### src/rtl/ttl_updown_counter_n.sv
// rtl/ttl_updown_counter_n.sv - parametrised synchronous up/down counter (74x169/74x191 family)
//
// Purpose: modulo-MODULUS up/down counter with clear, parallel load (clamped to
// the count range), dual count enables and cascade outputs. Instances chain
// rco_n -> ent_n with a shared cen to form wider synchronous counters.
//
// Parameters:
//   WIDTH    counter width, 2..32
//   MODULUS  count range 0..MODULUS-1, 2..2**WIDTH
//   EDGE_CEN 1: tick on rising edge of cen, 0: cen is a level enable
//   INIT     value of Q after reset, < MODULUS
//
// Ports:
//   clk        system clock, rising edge
//   Reset      asynchronous active-high reset
//   cen        clock enable (qualified by EDGE_CEN)
//   clr_n      synchronous clear, active low (highest priority)
//   load_n     synchronous parallel load, active low
//   ent_n      count enable T, active low; also gates rco_n
//   enp_n      count enable P, active low
//   direction  1 = up, 0 = down
//   P          parallel load data
//   CMP        compare value
//   Q          registered count value
//   tc         terminal count (combinational)
//   rco_n      ripple carry out, active low (combinational)
//   wrap       one-clk pulse after a counting tick that crossed the terminal value
//   match      registered (Q == CMP), lags Q by one clk

module ttl_updown_counter_n #(
  parameter int              WIDTH    = 8,
  parameter longint unsigned MODULUS  = 64'd1 << WIDTH,
  parameter int              EDGE_CEN = 1,
  parameter longint unsigned INIT     = 64'd0
) (
  input  logic             clk,
  input  logic             Reset,
  input  logic             cen,
  input  logic             clr_n,
  input  logic             load_n,
  input  logic             ent_n,
  input  logic             enp_n,
  input  logic             direction,
  input  logic [WIDTH-1:0] P,
  input  logic [WIDTH-1:0] CMP,
  output logic [WIDTH-1:0] Q,
  output logic             tc,
  output logic             rco_n,
  output logic             wrap,
  output logic             match
);

  // Parameter legality is checked at elaboration so a bad instance never builds.
  if (WIDTH < 2 || WIDTH > 32) begin : g_bad_width
    $error("ttl_updown_counter_n: WIDTH must be 2..32");
  end
  if (MODULUS < 64'd2 || MODULUS > (64'd1 << WIDTH)) begin : g_bad_modulus
    $error("ttl_updown_counter_n: MODULUS must be 2..2**WIDTH");
  end
  if (INIT >= MODULUS) begin : g_bad_init
    $error("ttl_updown_counter_n: INIT must be below MODULUS");
  end

  localparam logic [WIDTH-1:0] MAX_Q  = WIDTH'(MODULUS - 64'd1);
  localparam logic [WIDTH-1:0] INIT_Q = WIDTH'(INIT);

  logic             last_cen;
  logic             tick;
  logic             count_en;
  logic             p_in_range;
  logic [WIDTH-1:0] q_next;
  logic             wrap_next;

  // Edge mode: last_cen resets to 0, so a cen already high at reset release
  // produces a tick on the first edge.
  assign tick       = (EDGE_CEN != 0) ? (cen & ~last_cen) : cen;
  assign count_en   = ~ent_n & ~enp_n;
  // Compare in 64 bits so MODULUS = 2**WIDTH is representable.
  assign p_in_range = (64'(P) < MODULUS);

  always_comb begin
    q_next    = Q;
    wrap_next = 1'b0;
    if (tick) begin
      if (!clr_n) begin
        q_next = '0;
      end else if (!load_n) begin
        q_next = p_in_range ? P : MAX_Q;
      end else if (count_en) begin
        if (direction) begin
          if (Q == MAX_Q) begin
            q_next    = '0;
            wrap_next = 1'b1;
          end else begin
            q_next = Q + WIDTH'(1);
          end
        end else begin
          if (Q == '0) begin
            q_next    = MAX_Q;
            wrap_next = 1'b1;
          end else begin
            q_next = Q - WIDTH'(1);
          end
        end
      end
    end
  end

  always_ff @(posedge clk or posedge Reset) begin
    if (Reset) begin
      Q        <= INIT_Q;
      last_cen <= 1'b0;
      wrap     <= 1'b0;
      match    <= 1'b0;
    end else begin
      Q        <= q_next;
      last_cen <= cen;
      wrap     <= wrap_next;
      // Uses the pre-edge Q, so match trails Q by one clk.
      match    <= (Q == CMP);
    end
  end

  // Terminal count is independent of the enables; rco_n is gated by ent_n only.
  assign tc    = (direction & (Q == MAX_Q)) | (~direction & (Q == '0));
  assign rco_n = ~(tc & ~ent_n);

endmodule

### config.mk
export PLATFORM = sky130hd
export DESIGN_NAME = ttl_updown_counter_n
export DESIGN_NICKNAME = d
export VERILOG_FILES = /design/src/rtl/ttl_updown_counter_n.sv
export SDC_FILE = /design/constraint.sdc
export NUM_CORES = 1
export LEC_CHECK = 0
export ABC_AREA = 1
export BUFFER_PORTS_ARGS = -buffer_cell sky130_fd_sc_hd__clkbuf_2
export CAP_MARGIN = 10
export CORE_ASPECT_RATIO = 1.2
export CORE_MARGIN = 4
export CORE_UTILIZATION = 50
export CTS_CLUSTER_SIZE = 24
export DETAILED_ROUTE_END_ITERATION = 8
export GPL_ROUTABILITY_DRIVEN = 0
export PLACE_DENSITY = 0.75
export SYNTH_ARGS = -nofsm -noshare
export SYNTH_HDL_FRONTEND = slang
export SYNTH_SLANG_ARGS = --single-unit
### constraint.sdc
create_clock -name clk -period 4.1 [get_ports clk]
set_input_delay 0.41 -clock clk [delete_from_list [all_inputs] [get_ports clk]]
set_output_delay 0.41 -clock clk [all_outputs]
set_load 0.05 [all_outputs]
Word-level counts from Yosys, hierarchy flattened
Cells that the tools add are included.
- register bits after elaboration: 11
- logic and storage cells: 35
- bits of input ports: 24
- add/sub/neg operators: 2
- reduce and logical (&&, ||, !) cells: 2
- multiplexer cells: 13
- bitwise operators: 11
- equality and inequality tests: 3
- operators by type and width (kind ; number):
    8-bit 2-to-1 mux ; 6
    8-bit by 1-bit adder with 8-bit output (second input constant) ; 1
    8-bit equality test ; 1
    8-bit equality test (second input constant) ; 1
    8-bit zero test ; 1
    8-bit by 1-bit subtractor with 8-bit output (second input constant) ; 1
    1-bit 2-to-1 mux ; 7
    1-bit AND ; 5
    1-bit NOT ; 5
    3-bit by 2-bit inequality test with 1-bit output (second input constant) ; 1
    2-bit AND reduction ; 1
    1-bit bitwise OR ; 1

Depth between registers and ports, before layout
Gate-level depths: netlist (run 1).
- depth after elaboration: 7
- depth in mapped cells: 11
- gate-level depth less buffers: 11

Worst setup path before layout (run 1)
No wires, ideal clock.
- path type: reg2out
- start: reg Q[1]
- end: out rco_n
- path buffers: 0
- data arrival time: 2.014 ns
- setup slack: 1.676 ns
- required time: 3.690 ns
- cell stages (with the launch flop): 8
- cells stage by stage: dfrtp_1 inv_1 ha_1 nand3_2 nor2_4 nor2_4 a21oi_4 nand2_1
- cells in the longest elaborated chain, start to end: 5
- elaborated cells on any way between the ends: 7
- classes of those cells: eq/ne: 1; bitwise: 5; reduce/logical: 1
- ends and longest elaborated chain (element ; line ; source):
    start, declared ; 46 ; output logic [WIDTH-1:0] Q,
    start signal, assigned ; 116 ; Q <= q_next;
    8-bit equality test / 8-bit zero test (equally long branches) ; 125 ; assign tc = (direction & (Q == MAX_Q)) | (~direction & (Q == '0));
    1-bit AND ; 125 ;
    1-bit bitwise OR (*) ; 125 ;
    net tc ; 47 ; output logic tc,
    1-bit AND (*) ; 126 ; assign rco_n = ~(tc & ~ent_n);
    1-bit NOT (*) ; 126 ;
    end, declared ; 48 ; output logic rco_n,
The timed path passes the listed nets; every way through them passes the cells marked *.

Final worst setup path (run 1)
- start: reg Q[1]
- end: out tc
- cells in the longest elaborated chain, start to end: 3
- elaborated cells on any way between the ends: 5
- classes of those cells: eq/ne: 1; bitwise: 3; reduce/logical: 1
- ends and longest elaborated chain (element ; line):
    8-bit equality test / 8-bit zero test (equally long branches) ; 125
    1-bit AND ; 125
    1-bit bitwise OR (*) ; 125
    end, declared ; 47
Mark *: on every way between the ends. The rest lies on a longest branch, timed or not.

==> Flow_metrics.wiki, run 1 <==
{| class="wikitable"
! Metric !! Value
|-
| Setup crit start kind || flip-flop
|-
| Number of warnings printed during yosys synthesis || 0
|-
| Final Routed Wirelength || around 3 mm
|-
| Hold Vio Cnt, Final || 0
|-
| R2R Setup Slk || roughly 2.4 ns
|-
| I/O pin count || 36
|-
| Worst-case setup slack after placement || roughly 2.1 ns
|-
| Number of antenna violations at the first check in global routing || 0
|-
| Total setup violations reported at the end of the flow || 0
|-
| Detail-routed net length per standard cell || 12.6 µm
|-
| First DRT Iteration DRCs || 48
|-
| Total power || between 0.4 and 0.5 mW
|-
| Aggregate global-route resource usage || a little over a fifth
|-
| Insertion delay of the later-clocked pin in the worst-skew pair || 0.27 ns
|-
| Final design area excluding fillers || 0.00133 mm²
|-
| Launch instance of the worst register-to-register path || Q[3]
|-
| Clock Sinks || 11
|-
| Clock tree from TritonCTS || yes
|-
| Class of the worst hold path || in -> async
|-
| Power density of the placed cells || between 300 and 400 mW/mm²
|-
| Via count || between 1000 and 1500
|-
| Cell types occupying the most area after synthesis || sky130_fd_sc_hd__dfrtp_1 (24%), sky130_fd_sc_hd__nand2_1 (18%), sky130_fd_sc_hd__nand3_1 (7.7%), sky130_fd_sc_hd__nor2_1 (6.1%), sky130_fd_sc_hd__buf_6 (5.8%)
|-
| Net count, final || ~240
|-
| Worst Path Max Fanout || 7
|-
| Die span in y || approximately 61 µm
|-
| Category of the worst setup path capture point || output port
|-
| Yosys cell types || 29
|-
| Highest ir drop seen on vdd || about 0.26 mV
|-
| Final critical-path setup slack || 1.84 ns
|-
| Slew of the pin with the lowest slew margin || between 0.4 and 0.5 ns
|-
| Commonest cells after routing, fill and taps aside || sky130_fd_sc_hd__nand2_1 (57), sky130_fd_sc_hd__clkbuf_2 (35), sky130_fd_sc_hd__nor2_1 (19), sky130_fd_sc_hd__nand3_1 (18), sky130_fd_sc_hd__inv_1 (15)
|-
| Total clock buffers created by CTS || 3
|-
| Antenna Nets Post-Route || 0
|-
| Starting density of the core || a little over half
|-
| Ant. Diodes || 0
|-
| Pleak || 0.728 nW
|-
| Capturing instance or port of the critical path || tc
|-
| H-tree depth || 1
|-
| Final standard cell utilization of the core || a little over 60%
|-
| Share of cells above drive strength 1 || between 20% and 30%
|-
| IO Port Bufs || 35
|-
| Post-CTS setup repair buffer count || 0
|-
| Crit path arrival time || approximately 1.9 ns
|-
| Cell chosen for the clock root || sky130_fd_sc_hd__clkbuf_4
|-
| Area share of the leading cell type in the synthesized netlist || around a quarter
|-
| TritonRoute pass-1 iters || 4
|-
| Buffer levels on the longest clock path || 2
|-
| Instance count of the mapped netlist || 176
|-
| F_max || between 400 and 500 MHz
|-
| Largest area contributor in the netlist || sky130_fd_sc_hd__dfrtp_1
|-
| Result of the run || finished clean
|-
| Syn nets || 203
|-
| Number of global-route vias before repair || approximately 1200
|-
| Width of the chip || approximately 52 µm
|-
| Final period util || a little under three fifths
|-
| HPWL after detailed placement || 2.45 mm
|-
| Vias per std cell || between 5 and 6
|-
| Total die area || between 0.003 and 0.004 mm²
|-
| Post-route DRC || 0
|-
| Max-slew violations || 0
|-
| Global route total overflow || 0
|-
| Max-cap violations || 0
|-
| Number of synthesized register bits || 11
|-
| Global-route wire length before repair || approximately 5.0 mm
|-
| Critical path class || reg -> out
|-
| Filler Cell Count || 209
|-
| Setup total negative slack || 0 ns
|-
| Post-synthesis sequential area ratio || 23.6%
|-
| CP Data Required Time || 3.69 ns
|-
| Pin count of the biggest net entering global routing || 16
|-
| Setup repair after global routing missed its margin || no
|-
| Synthesized area per cell || roughly 6.6 µm²
|-
| Reg2reg path depth || 9
|-
| PostCTS Resize Cnt || 0
|-
| Worst setup path start || Q[1]
|-
| Min Clock Period, post-route || roughly 2.3 ns
|-
| Clock skew || a little under 0.009 ns
|-
| Placeable core region || between 0.002 and 0.0025 mm²
|-
| CTS Hold Buffers Added || 0
|-
| Area added between synthesis and finish || 14.1%
|-
| Leading cell type in the layout, fill and taps excluded || sky130_fd_sc_hd__nand2_1
|-
| Clock-pin slew reported for the worst setup and hold paths after clock tree synthesis || around 0.08 ns
|-
| Cell Rows || 18
|-
| Critical register-to-register path endpoint || Q[6]
|-
| Max-slew headroom || between 60 and 70%
|-
| Cell area after technology mapping || 0.00117 mm²
|-
| Total cell area at the placement stage || between 0.001 and 0.0015 mm²
|}
Yosys cell counts (all sizes together):
library cell	count
buf	7
dfrtp	11
xnor2	5
clkinv	1
nor4	1
a21oi	4
xor2	4
inv	17
o22ai	1
and3b	1
nand2	61
or2	5
o21ai	7
nand3	19
o21bai	1
a21boi	1
ha	3
nand4	2
nor2	25
cell type report:
| cell class | count | area, µm² | area share, % |
|---|---|---|---|
| tap | 30 | 37.5 | 2.81 |
| clock inverter | 1 | 5.00 | 0.375 |
| timing repair buffer | 35 | 175 | 13.1 |
| inverter | 18 | 67.6 | 5.07 |
| multi-input combinational | 140 | 751 | 56.3 |
| sequential | 11 | 275 | 20.6 |
| clock buffer | 3 | 22.5 | 1.69 |
critical path, stage by stage, from the launching register on:
cell and delay, ns:
sky130_fd_sc_hd__dfrtp_1 0.44, sky130_fd_sc_hd__inv_1 0.20, sky130_fd_sc_hd__ha_1 0.20, sky130_fd_sc_hd__nand3_2 0.09, sky130_fd_sc_hd__nor2_4 0.14, sky130_fd_sc_hd__nor2_4 0.08
sky130_fd_sc_hd__a21oi_4 0.14, sky130_fd_sc_hd__clkbuf_2 0.29
metal layers:
layer,share of wire (%),vias up,track usage [%]
li1,-,616,-
met1,39,556,24.5
met2,52,56,37.0
met3,6.4,8,5.16
met4,2.1,0,8.03
met5,0,-,0
worst min-delay path by stage:
stage	endpoint	cells after the start	from
5_1_grt	last_cen	2	Reset
6_report	wrap	2	Reset
3_5_place_dp	last_cen	2	Reset
2_1_floorplan	Q[0]	1	Reset
3_3_place_gp	last_cen	2	Reset
4_1_cts	last_cen	2	Reset
state kept, by name, summed over array words and instances (netlist names):
signal,cells
match,1
wrap,1
Q,8
last_cen,1
power by group:
group,internal (mW),total [mW],switching [mW],leakage [nW]
Sequential,0.121,0.159,0.0381,0.143
Combinational,0.0821,0.244,0.162,0.567
Clock,0.0361,0.0741,0.0379,0.0177
Total,0.239,0.477,0.238,0.728
metrics by stage:
step | std cells | hold slack, ns
finish | 238 | 0.102
global route | 238 | 0.121
CTS | 238 | 0.103
detailed placement | 234 | 0.406
global placement | 234 | 0.398
floorplan | 176 | 0.262
cells by family after synthesis:
logic type / after synthesis / synth area share, %
XOR/XNOR: 9 / 6.74
flip-flops: 11 / 23.6
buffers and inverters: 25 / 12.2
AND/OR/NAND/NOR: 114 / 45.8
adder cells (fa/ha/maj): 3 / 3.21
AO/OA/AOI/OAI: 14 / 8.46
Note: power is estimated with default switching activity, not from simulation.
==> run 2, diff against run 1 <==
- ABC_AREA: 1 -> 0
- PLACE_DENSITY: 0.75 -> 0.76
- clock period: 4.1 -> 2.27 ns (I/O delays scaled with it)
==> run 2 against run 1 <==
  * Via count up 5.2%
  * Clock skew shrank 0.0057 ns
  * Clock power rose by 97%
  * Critical path depth is 1 lower
  * Synthesized area shrank 5.8%
  * Largest cell class unchanged
  * Worst setup slack lost 1.8 ns
  * Die area down 5.0%
  * Sequential share of layout area fell by 1.5 points
  * Design area grew 8.1%
  * Critical endpoint is now rco_n
  * Global-route usage rose by 2.7 points
  * Utilization rose by 7.2 points
  * Largest power group unchanged
==> Flow_metrics.wiki, run 2 <==
{| class="wikitable"
! Metric !! Value
|-
| Result of the run || finished clean
|-
| Post-synthesis sequential area ratio || roughly 25%
|-
| Hold Vio Cnt, Final || 0
|-
| CP Data Required Time || 2.04 ns
|-
| Post-route DRC || 0
|-
| Largest area contributor in the netlist || sky130_fd_sc_hd__dfrtp_1
|-
| Pin count of the biggest net entering global routing || 17
|-
| Width of the chip || around 50 µm
|-
| Global-route wire length before repair || 5.38 mm
|-
| I/O pin count || 36
|-
| Register ranked first by flip-flop count || Q
|-
| Instance count of the mapped netlist || around 130
|-
| Final standard cell utilization of the core || 69.6%
|-
| Total setup violations reported at the end of the flow || 0
|-
| Setup crit start kind || flip-flop
|-
| Max-slew headroom || 51.1%
|-
| Final Routed Wirelength || ~3.4 mm
|-
| Count of flip-flops with a built-in enable after synthesis || 0
|-
| Slew of the pin with the lowest slew margin || about 0.73 ns
|-
| Min Clock Period, post-route || around 2.2 ns
|-
| Highest ir drop seen on vdd || about 0.4 mV
|-
| Cell chosen for the clock root || sky130_fd_sc_hd__clkbuf_4
|-
| Worst Path Max Fanout || 3
|-
| Pleak || just over 0.6 nW
|-
| Yosys cell types || 46
|-
| Leading cell type in the layout, fill and taps excluded || sky130_fd_sc_hd__clkbuf_2
|-
| Category of the worst setup path capture point || output port
|-
| Cell types occupying the most area after synthesis || sky130_fd_sc_hd__dfrtp_1 (25%), sky130_fd_sc_hd__xnor2_1 (8.8%), sky130_fd_sc_hd__nand4_1 (4.0%), sky130_fd_sc_hd__nor2_1 (3.8%), sky130_fd_sc_hd__a21oi_1 (3.6%)
|-
| First DRT Iteration DRCs || 67
|-
| Critical path class || reg -> out
|-
| H-tree depth || 1
|-
| HPWL after detailed placement || about 2.5 mm
|-
| Clock tree from TritonCTS || yes
|-
| DP Cell Count || around 200
|-
| Cell Rows || 18
|-
| Die span in y || between 50 and 60 µm
|-
| Number of warnings printed during yosys synthesis || 0
|-
| Worst-case setup slack after placement || 0.126 ns
|-
| Area added between synthesis and finish || 30.9%
|-
| Total die area || ~0.0030 mm²
|-
| Final design area excluding fillers || 0.00144 mm²
|-
| Syn nets || 161
|-
| Via count || 1300
|-
| Placeable core region || roughly 0.0021 mm²
|-
| Net count, final || between 200 and 250
|-
| TritonRoute pass-1 iters || 4
|-
| Async set-or-reset flop fraction in the synthesized netlist || 100%
|-
| Power density of the placed cells || about 630 mW/mm²
|-
| Antenna Nets Post-Route || 0
|-
| Commonest cells in the netlist || sky130_fd_sc_hd__dfrtp_1 (11), sky130_fd_sc_hd__nor2_1 (11), sky130_fd_sc_hd__xnor2_1 (11)
|-
| Cell area after technology mapping || about 0.0011 mm²
|-
| F_max || around 450 MHz
|-
| Final period util || 98.5%
|-
| Max-cap violations || 0
|-
| Ant. Diodes || 0
|-
| Crit path arrival time || 2.01 ns
|-
| Commonest cells after routing, fill and taps aside || sky130_fd_sc_hd__clkbuf_2 (34), sky130_fd_sc_hd__buf_4 (14), sky130_fd_sc_hd__nor2_1 (11), sky130_fd_sc_hd__xnor2_1 (11), sky130_fd_sc_hd__dfrtp_1 (10)
|-
| Class of the worst hold path || in -> reg
|-
| Count of non-filler cells in the finished layout || slightly above 200
|-
| Clock Sinks || 11
|-
| Most used flip-flop cell after synthesis || sky130_fd_sc_hd__dfrtp_1
|-
| Clock-pin slew reported for the worst setup and hold paths after clock tree synthesis || about 0.080 ns
|-
| Clock skew || approximately 0.0032 ns
|-
| Setup repair after global routing missed its margin || yes
|-
| Number of flip-flops under the largest register name || 8
|-
| Total clock buffers created by CTS || 3
|-
| Number of synthesized register bits || 11
|-
| Vias per std cell || ~6.3
|-
| IO Port Bufs || 35
|-
| Number of antenna violations at the first check in global routing || 0
|-
| Aggregate global-route resource usage || 23.7%
|-
| Synthesized area per cell || between 8 and 9 µm²
|-
| Starting density of the core || a little over half
|-
| Area share of the leading cell type in the synthesized netlist || between 20% and 30%
|-
| Final critical-path setup slack || roughly 0.035 ns
|-
| Final Hold Slack || just over 0.06 ns
|-
| Total cell area at the placement stage || roughly 0.0013 mm²
|-
| Detail-routed net length per standard cell || about 16 µm
|-
| Insertion delay of the later-clocked pin in the worst-skew pair || roughly 0.28 ns
|-
| Number of global-route vias before repair || 1248
|-
| Share of cells above drive strength 1 || approximately 38%
|-
| Max-slew violations || 0
|-
| Global route total overflow || 0
|-
| Buffer levels on the longest clock path || 2
|}
==> run 2: changes by cell type in the layout (fill, tap and decap cells not counted), moves of 3 or more <==
cell | before | now
sky130_fd_sc_hd__nor2_4 | 3 | 0
sky130_fd_sc_hd__a21oi_1 | 2 | 8
sky130_fd_sc_hd__xnor2_1 | 5 | 11
sky130_fd_sc_hd__nand2_1 | 57 | 9
sky130_fd_sc_hd__xor2_1 | 4 | 0
sky130_fd_sc_hd__o21a_1 | 0 | 3
sky130_fd_sc_hd__nand2_2 | 4 | 0
sky130_fd_sc_hd__buf_4 | 0 | 14
sky130_fd_sc_hd__nand4_1 | 2 | 7
sky130_fd_sc_hd__nand3_1 | 18 | 7
sky130_fd_sc_hd__inv_1 | 15 | 5
sky130_fd_sc_hd__nor2_1 | 19 | 11
==> run 2: stage by stage <==
| stage | TNS [ns] | power (mW) |
|---|---|---|
| 5_1_grt | -0.0204 | 0.957 |
| 2_1_floorplan | 0 | 0.588 |
| 4_1_cts | 0 | 0.872 |
| 3_3_place_gp | 0 | 0.698 |
| 6_report | 0 | 0.908 |
| 3_5_place_dp | 0 | 0.713 |
==> run 2: worst paths after layout <==
check                          from       end  slack, ns  cells past startpoint
max in group asynchronous     Reset      Q[0]       1.43                      3
min in group asynchronous     Reset      Q[1]       0.49                      3
hold reg to reg            last_cen      wrap       0.63                      3
hold / removal                  cen  last_cen       0.06                      1
setup / recovery               Q[0]     rco_n       0.03                      6
setup reg to reg               Q[0]      Q[2]       0.38                      7
==> run 2: cell type report <==
type                    count  area, µm²
well taps                  30       37.5
multi-input cells         105        772
fillers                   174        631
clock buffers               4       26.3
flip-flops and latches     11        277
inverters                   7       28.8
repair buffers             50        300
==> run 2: cell families (layout without fill, tap and decap cells) <==
logic type / after synthesis / count (layout) / share of synthesized area (%)
multiplexers: 2 / 2 / 1.82
AO/OA/AOI/OAI: 38 / 38 / 27.2
AND/OR/NAND/NOR: 51 / 51 / 26.5
XOR/XNOR: 11 / 11 / 8.75
flip-flops: 11 / 11 / 25.0
buffers and inverters: 18 / 61 / 7.39
adder cells (fa/ha/maj): 3 / 3 / 3.41
==> run 2: critical path: stages (launching register included) <==
cell	delay (ns)
sky130_fd_sc_hd__dfrtp_2	0.44
sky130_fd_sc_hd__inv_4	0.07
sky130_fd_sc_hd__ha_4	0.13
sky130_fd_sc_hd__or4b_4	0.47
sky130_fd_sc_hd__o21a_1	0.23
sky130_fd_sc_hd__or2_4	0.24
sky130_fd_sc_hd__buf_8	0.15
==> run 2: where the power goes <==
part	total (mW)	internal, mW	switching, mW
Combinational	0.527	0.209	0.318
Clock	0.146	0.0683	0.0773
Sequential	0.235	0.219	0.0159
==> run 2: per-layer routing <==
layer / vias to the layer above / track usage (%) / routed length (µm)
met5: - / 0 / 0
met4: 0 / 12.3 / 139
met3: 16 / 2.27 / 364
met2: 105 / 44.0 / 1690
met1: 594 / 26.6 / 1200
li1: 585 / - / -
==> run 2: timing repair <==
action	4_1_cts	5_1_grt
setup endpoints to repair	2	2
pin swaps	1	2
hold buffers	1	0
endpoints found under the hold margin	11	0
gates resized for setup	6	4
setup buffers	1	4
